### src/rtl/rv_mem_pkg.sv
// rv_mem_pkg: shared requester ids and arbiter state encoding for the dmem arbiter.
package rv_mem_pkg;
    localparam logic REQ_CORE = 1'b0;
    localparam logic REQ_EXT  = 1'b1;
    typedef enum logic {ARB_UNLOCKED, ARB_LOCKED_M1} arb_state_e;
endpackage

### src/rtl/mem_arbiter_if.sv
// mem_arbiter_if: both requester ports plus the dmem side of the arbiter.
interface mem_arbiter_if #(parameter int Width = 32);
    logic             m0_valid, m0_we, m0_ready, m0_rvalid;
    logic [Width-1:0] m0_addr, m0_wdata, m0_rdata;
    logic             m1_valid, m1_we, m1_ready, m1_rvalid, m1_lock;
    logic [Width-1:0] m1_addr, m1_wdata, m1_rdata;
    logic             core_stall, mem_we;
    logic [Width-1:0] mem_addr, mem_wdata, mem_rdata;
    modport slave (
        input  m0_valid, m0_we, m0_addr, m0_wdata, m1_valid, m1_we, m1_addr, m1_wdata, m1_lock, mem_rdata,
        output m0_ready, m0_rvalid, m0_rdata, m1_ready, m1_rvalid, m1_rdata, core_stall, mem_addr, mem_we, mem_wdata
    );
    modport master (
        output m0_valid, m0_we, m0_addr, m0_wdata, m1_valid, m1_we, m1_addr, m1_wdata, m1_lock, mem_rdata,
        input  m0_ready, m0_rvalid, m0_rdata, m1_ready, m1_rvalid, m1_rdata, core_stall, mem_addr, mem_we, mem_wdata
    );
endinterface

### src/rtl/rr_arb2.sv
// rr_arb2: two-way round-robin picker; force1 restricts the grant to requester 1.
module rr_arb2 (
    input  logic [1:0] req,
    input  logic       prio,
    input  logic       force1,
    output logic [1:0] gnt
);
    always_comb gnt = force1 ? {req[1], 1'b0} : (&req ? (prio ? 2'b10 : 2'b01) : req);
endmodule

### src/rtl/mem_arbiter.sv
// mem_arbiter: shares single-port dmem between the core (m0) and an external master (m1),
// round-robin with an m1 lock for multi-beat transfers and a registered read response.
module mem_arbiter
    import rv_mem_pkg::*;
#(
    parameter int Width = 32
) (
    input logic          clk,
    input logic          reset,
    mem_arbiter_if.slave bus
);
    arb_state_e       state_q, state_d;
    logic             prio_q, prio_d, rvalid_q, rvalid_d, resp_id_q, resp_id_d;
    logic [Width-1:0] rdata_q, rdata_d;
    logic [1:0]       gnt;
    logic             locked, gnt_we, rd_hs;

    assign locked = state_q == ARB_LOCKED_M1;
    assign gnt_we = gnt[1] ? bus.m1_we : (gnt[0] & bus.m0_we);
    assign rd_hs  = |gnt & ~gnt_we;

    rr_arb2 u_pick (
        .req    ({bus.m1_valid, bus.m0_valid}),
        .prio   (prio_q),
        .force1 (locked),
        .gnt    (gnt)
    );

    always_ff @(posedge clk) begin
        if (!reset) begin
            state_q   <= ARB_UNLOCKED;
            prio_q    <= 1'b0;
            rvalid_q  <= 1'b0;
            resp_id_q <= REQ_CORE;
            rdata_q   <= '0;
        end else begin
            state_q   <= state_d;
            prio_q    <= prio_d;
            rvalid_q  <= rvalid_d;
            resp_id_q <= resp_id_d;
            rdata_q   <= rdata_d;
        end
    end

    // Only an m1 handshake moves the lock; prio flips to the loser of an unlocked grant.
    always_comb begin
        state_d   = gnt[1] ? (bus.m1_lock ? ARB_LOCKED_M1 : ARB_UNLOCKED) : state_q;
        prio_d    = (locked || gnt == 2'b00) ? prio_q : gnt[0];
        rvalid_d  = rd_hs;
        resp_id_d = rd_hs ? gnt[1] : resp_id_q;
        rdata_d   = rd_hs ? bus.mem_rdata : rdata_q;
    end

    always_comb begin
        bus.m0_ready   = gnt[0];
        bus.m1_ready   = gnt[1];
        bus.core_stall = bus.m0_valid & ~gnt[0];
        bus.mem_addr   = gnt[1] ? bus.m1_addr : bus.m0_addr;
        bus.mem_wdata  = gnt[1] ? bus.m1_wdata : bus.m0_wdata;
        bus.mem_we     = gnt_we;
        bus.m0_rvalid  = rvalid_q & (resp_id_q == REQ_CORE);
        bus.m1_rvalid  = rvalid_q & (resp_id_q == REQ_EXT);
        bus.m0_rdata   = rdata_q;
        bus.m1_rdata   = rdata_q;
    end
endmodule

### src/flat_wrapper.sv
// flat-port wrapper written by rule: the top's interface ports become plain ports
module mem_arbiter_flat import rv_mem_pkg::*;
#(
    parameter int Width = 32
)
  (clk, reset, bus_m0_valid, bus_m0_we, bus_m0_addr, bus_m0_wdata, bus_m1_valid, bus_m1_we, bus_m1_addr, bus_m1_wdata, bus_m1_lock, bus_mem_rdata, bus_m0_ready, bus_m0_rvalid, bus_m0_rdata, bus_m1_ready, bus_m1_rvalid, bus_m1_rdata, bus_core_stall, bus_mem_addr, bus_mem_we, bus_mem_wdata);
  mem_arbiter_if #(.Width(Width)) bus_i ();
  input logic clk;
  input logic reset;
  input wire logic [$bits(bus_i.m0_valid)-1:0] bus_m0_valid;
  input wire logic [$bits(bus_i.m0_we)-1:0] bus_m0_we;
  input wire logic [$bits(bus_i.m0_addr)-1:0] bus_m0_addr;
  input wire logic [$bits(bus_i.m0_wdata)-1:0] bus_m0_wdata;
  input wire logic [$bits(bus_i.m1_valid)-1:0] bus_m1_valid;
  input wire logic [$bits(bus_i.m1_we)-1:0] bus_m1_we;
  input wire logic [$bits(bus_i.m1_addr)-1:0] bus_m1_addr;
  input wire logic [$bits(bus_i.m1_wdata)-1:0] bus_m1_wdata;
  input wire logic [$bits(bus_i.m1_lock)-1:0] bus_m1_lock;
  input wire logic [$bits(bus_i.mem_rdata)-1:0] bus_mem_rdata;
  output wire logic [$bits(bus_i.m0_ready)-1:0] bus_m0_ready;
  output wire logic [$bits(bus_i.m0_rvalid)-1:0] bus_m0_rvalid;
  output wire logic [$bits(bus_i.m0_rdata)-1:0] bus_m0_rdata;
  output wire logic [$bits(bus_i.m1_ready)-1:0] bus_m1_ready;
  output wire logic [$bits(bus_i.m1_rvalid)-1:0] bus_m1_rvalid;
  output wire logic [$bits(bus_i.m1_rdata)-1:0] bus_m1_rdata;
  output wire logic [$bits(bus_i.core_stall)-1:0] bus_core_stall;
  output wire logic [$bits(bus_i.mem_addr)-1:0] bus_mem_addr;
  output wire logic [$bits(bus_i.mem_we)-1:0] bus_mem_we;
  output wire logic [$bits(bus_i.mem_wdata)-1:0] bus_mem_wdata;
  assign bus_i.m0_valid = bus_m0_valid;
  assign bus_i.m0_we = bus_m0_we;
  assign bus_i.m0_addr = bus_m0_addr;
  assign bus_i.m0_wdata = bus_m0_wdata;
  assign bus_i.m1_valid = bus_m1_valid;
  assign bus_i.m1_we = bus_m1_we;
  assign bus_i.m1_addr = bus_m1_addr;
  assign bus_i.m1_wdata = bus_m1_wdata;
  assign bus_i.m1_lock = bus_m1_lock;
  assign bus_i.mem_rdata = bus_mem_rdata;
  assign bus_m0_ready = bus_i.m0_ready;
  assign bus_m0_rvalid = bus_i.m0_rvalid;
  assign bus_m0_rdata = bus_i.m0_rdata;
  assign bus_m1_ready = bus_i.m1_ready;
  assign bus_m1_rvalid = bus_i.m1_rvalid;
  assign bus_m1_rdata = bus_i.m1_rdata;
  assign bus_core_stall = bus_i.core_stall;
  assign bus_mem_addr = bus_i.mem_addr;
  assign bus_mem_we = bus_i.mem_we;
  assign bus_mem_wdata = bus_i.mem_wdata;
  mem_arbiter #(.Width(Width)) u_core (.clk(clk), .reset(reset), .bus(bus_i));
endmodule
### config.mk
export PLATFORM = sky130hd
export DESIGN_NAME = mem_arbiter_flat
export DESIGN_NICKNAME = d
export VERILOG_FILES = /design/src/rtl/rv_mem_pkg.sv /design/src/rtl/mem_arbiter_if.sv /design/src/rtl/rr_arb2.sv /design/src/rtl/mem_arbiter.sv /design/src/flat_wrapper.sv
export SDC_FILE = /design/constraint.sdc
export NUM_CORES = 1
export LEC_CHECK = 0
export ABC_AREA = 0
export ABC_CLOCK_PERIOD_IN_PS = 2600
export CAP_MARGIN = 40
export CORE_AREA = 2 2 118 120
export DETAILED_ROUTE_END_ITERATION = 6
export DIE_AREA = 0 0 120 122
export PLACE_DENSITY_LB_ADDON = 0.3
export SLEW_MARGIN = 20
export SYNTH_ARGS = -nofsm -noshare
export SYNTH_HDL_FRONTEND = slang
export SYNTH_SLANG_ARGS = --single-unit
### constraint.sdc
create_clock -name clk -period 2.6 [get_ports clk]
set_input_delay 0.39 -clock clk [delete_from_list [all_inputs] [get_ports clk]]
set_output_delay 0.39 -clock clk [all_outputs]
set_load 0.05 [all_outputs]
==> results.md <==
- By area the synthesized netlist is led by dfxtp_1, mux2_2, mux2i_1.
- The average wire length per cell after detail routing is between 15 and 20 µm.
- The endpoint required time on the critical path is between 2 and 2.5 ns.
- During synthesis, Yosys emitted a total of 0 warnings.
- The initialized floorplan defines 43 standard-cell rows.
- The placer's final routability congestion estimate is roughly 0.84.
- After detailed routing, the number of remaining DRC violations is 0.
- During I/O placement, the number of pins put on the boundary was 301.
- The first global-routing pass estimated around 17000 µm of wire.
- Relative to the synthesized area, the layout overhead comes to 122%.
- The number of sinks on the clock net is 36.
- The area share of the largest cell type after synthesis is about 28%.
- Summed over all cells, the static leakage comes to between 2 and 2.5 nW.
- Synthesis inferred 36 register bits.
- Before antenna repair, the detailed router went through 4 iterations.
- CTS built an H-tree with a depth of 2.
- The path with the worst hold slack has its endpoint at u_core.bus.m0_rdata[25]$_SDFFE_PN0P_.
- In this run the remaining antenna-violating nets after routing total 0.
- The critical path goes through clkdlybuf4s50_1 -> or3b_4 -> nand2_4 -> buf_12 -> mux2_2 -> buf_6.
- The final max-slew violation count is 0.
- The min-delay analysis places its worst path in the category register to register.
- Counting instances, the worst hold path has a depth of 2.
- Entering global routing, the biggest net connects 70 pins.
- Of all nets on the critical path, the largest fanout is 33.
- The number of antenna violations at the first check in global routing is 0.
- The clock arrives with between 0.009 and 0.01 ns of skew.
- Clock tree synthesis selected as its root buffer the cell clkbuf_16.
- The net count of the finished layout is roughly 700.
- In the global route stage, overall resource usage came out at 14.8%.
- For the worst flop-to-flop path, the logic depth is 5.
- The final critical-path setup slack is approximately 0.028 ns.
- The synthesized area is around 2500 µm².
- The clock period could shrink to ~2.6 ns.
- Setup repair after global routing could not meet its margin everywhere.
- Summed over all layers, the routed wires come to around 12000 µm.
- The TritonCTS buffer count is 5.
- Setup violations remaining at the end of the flow were counted as 0.
- The overall via count from detail_route is roughly 2.9k.
- The insertion delay of the later-clocked pin in the worst-skew pair is roughly 0.28 ns.
- The initial utilization of the core area, before any placement, comes to a little under a fifth.
- Of the total power, registers draw about 23%.
- STA classifies the critical path startpoint as an input pin.
- On the worst path, the slowest cell contributes a delay of around 0.48 ns.
- The total overflow left after global routing is 0.
- The mean instance size in the synthesized netlist is between 9 and 10 µm².
- Sequential elements use 28.5% of the synthesized area.
- The post-cts sizing count is 2.
- The internal portion of the total power is about 1.6 mW.
- After layout, the worst path uses 98.9% of the clock period.
- The combinational group share of total power is between 50% and 60%.
- The cell at the slowest stage of the critical path is clkdlybuf4s50_1.
- The count of routing violations after the opening detailed-route iteration is between 100 and 150.
- For this run, the top clock speed supported by timing is slightly below 0.4 GHz.
- The longest clock path from root to sink contains 2 buffers.
- The actual transition at the worst max-transition pin is between 0.5 and 0.6 ns.
- The relative contribution of the clock network to total power is around 22%.
- Max-cap violations in this run came to 0.
- The analysis attributes to net switching a power of approximately 1.1 mW.
- The number of setup buffers added after CTS is 0.
- Input and output buffers added on the ports amount to 300.
- The worst register-to-register path has a setup slack of 0.84 ns.
- Leaving out filler cells and counting taps, the final layout contains around 700.
- Using the TritonRoute via totals, the vias-per-cell ratio works out to 4.02.
- Grouping stages by cell kind, the critical path spends the most delay in buffers and inverters.
- The category of the worst setup path capture point is an output port.
- The die boundary height is around 120 µm.
- The clock transition time at the flip-flop clock pins of the worst setup and hold paths is 0.06 ns.
- 0 antenna diodes ended up in the layout.
- TritonCTS built the clock tree.
- The net switching share of the total power is 41.2%.
- The worst supply voltage drop on vdd is 0.000239 V.
- The setup path with the least slack is of type input pin to output port.
- The tightest slew margin relative to the limit is between 60 and 70%.
- In this run the most critical hold path is launched from u_core.bus.m0_rdata[25]$_SDFFE_PN0P_.
- The area of the core is 13500 µm².
- After legalization and detailed placement, the total HPWL measured ~9900 µm.
- The endpoint arrival time on the critical path is ~2.2 ns.
- The startpoint identified for the worst register-to-register timing path is u_core.locked$_SDFFE_PN0N_.
- The flow ran to the end, and the final reports show no timing, DRC or antenna violations.
- Counting both buffers and inverters, the worst setup path holds a total of 3.
- The count of distinct cell types in the synthesized netlist is 19.
- The pre-CTS setup slack is -0.0148 ns.
- The power per standard cell area is around 500 nW/µm².
- The fraction of layout instances using a drive strength above 1 is 28.1%.
- The reg-to-reg critical path endpoint is u_core.bus.m0_rdata[17]$_SDFFE_PN0P_.
- The count of endpoints failing hold in the final timing report came to 0.
- The number of cells in the design after placement is approximately 710.
- The library cell occupying the most area in the post-synthesis netlist is dfxtp_1.
- The die covers ~15000 µm².
- The number of global-route vias before repair is 2921.
- The post-synthesis net count is around 440.
- The synthesized instance count is 268.
- Measured along the x axis, the die boundary spans around 120 µm.
- The post-cts hold buffer count is 0.
[registers in the layout, summed over array words and instances (netlist names)]
name / cells
u_core.rvalid_q: 1
u_core.locked: 1
u_core.resp_id_q: 1
u_core.bus.m0_rdata: 32
u_core.prio_q: 1
[placed cells by master, fill, tap and decap left out]
master,n
a21boi_0,2
mux2i_1,32
nand3_1,1
a32oi_4,1
buf_12,6
nor2b_1,6
dfxtp_1,36
clkbuf_8,1
and2_1,2
clkinvlp_4,1
buf_6,34
nand2_4,1
o21ai_0,1
inv_1,3
a32o_1,1
buf_4,35
clkbuf_16,5
nand2_1,66
a22o_1,1
buf_2,1
clkdlybuf4s50_1,231
clkbuf_1,1
or3b_4,1
mux2_2,64
[layer usage]
metal  track usage (%)  up-vias  wire [µm]
li1                  -     1397          -
met1              15.7     1312       4440
met2              27.8      147       6320
met3              4.82       10       1130
met4              4.41        0        118
met5                 0        -          0
[worst register-to-register path: cells and delay by family, from the launching register on]
kind                   cells  cell delay, ns
flip-flops                 1            0.33
AND/OR/NAND/NOR            1            0.42
buffers and inverters      2            0.48
multiplexers               1            0.23
AO/OA/AOI/OAI              1            0.22
[area by class of cell]
class	count	area [µm²]
inverters	3	11.3
flip-flops and latches	36	721
repair buffers	307	3080
fillers	1335	7880
multi-input cells	179	1430
well taps	180	225
clock inverters	1	7.51
clock buffers	7	143
[cells in the mapped netlist]
cell	instances
nand2_1	67
mux2_2	64
buf_4	36
dfxtp_1	36
mux2i_1	32
clkbuf_1	8
nor2b_1	6
buf_8	3
inv_1	3
a21boi_0	2
and2_1	2
buf_6	2
a22o_1	1
a32o_1	1
a32oi_4	1
buf_2	1
nand3_1	1
o21ai_0	1
or3b_4	1
[worst max path at each step]
stage | start | slack (ns) | endpoint | cells past startpoint
floorplan | bus_m0_valid | 0.39 | bus_mem_we | 6
global placement | bus_m0_valid | -0.001 | bus_mem_addr[3] | 6
detailed placement | bus_m0_valid | -0.01 | bus_mem_addr[3] | 6
CTS | bus_m0_valid | 0.02 | bus_mem_addr[15] | 6
global route | bus_m0_valid | -0.02 | bus_mem_addr[29] | 6
finish | bus_m0_valid | 0.03 | bus_mem_wdata[17] | 6
[power by group through the flow]
stage / logic, mW / registers [mW] / clock network, mW
6_report: 1.54 / 0.628 / 0.608
5_1_grt: 1.59 / 0.635 / 0.651
4_1_cts: 1.51 / 0.629 / 0.632
3_5_place_dp: 1.50 / 0.640 / 0
3_3_place_gp: 1.49 / 0.638 / 0
2_1_floorplan: 0.811 / 0.762 / 0
[stage by stage]
step                hold slack, ns  area, µm²  total power, mW  utilization [%]  TNS (ns)
CTS                          0.478       5500             2.77             40.7         0
global placement             0.462       5340             2.13             39.5  -0.00142
floorplan                    0.465       2530             1.57                -         0
global route                 0.500       5620             2.87             41.6   -0.0413
detailed placement           0.470       5340             2.14             39.5   -0.0148
finish                       0.477       5620             2.77             41.6         0
[cell families (layout without fill, tap and decap cells)]
group                  count (synthesis)  count (layout)  synth area share, %
AO/OA/AOI/OAI                          6               6                 2.62
buffers and inverters                 53             318                 15.2
flip-flops                            36              36                 28.5
multiplexers                          96              96                 41.1
AND/OR/NAND/NOR                       77              77                 12.6
(Power assumes the default switching activity.)
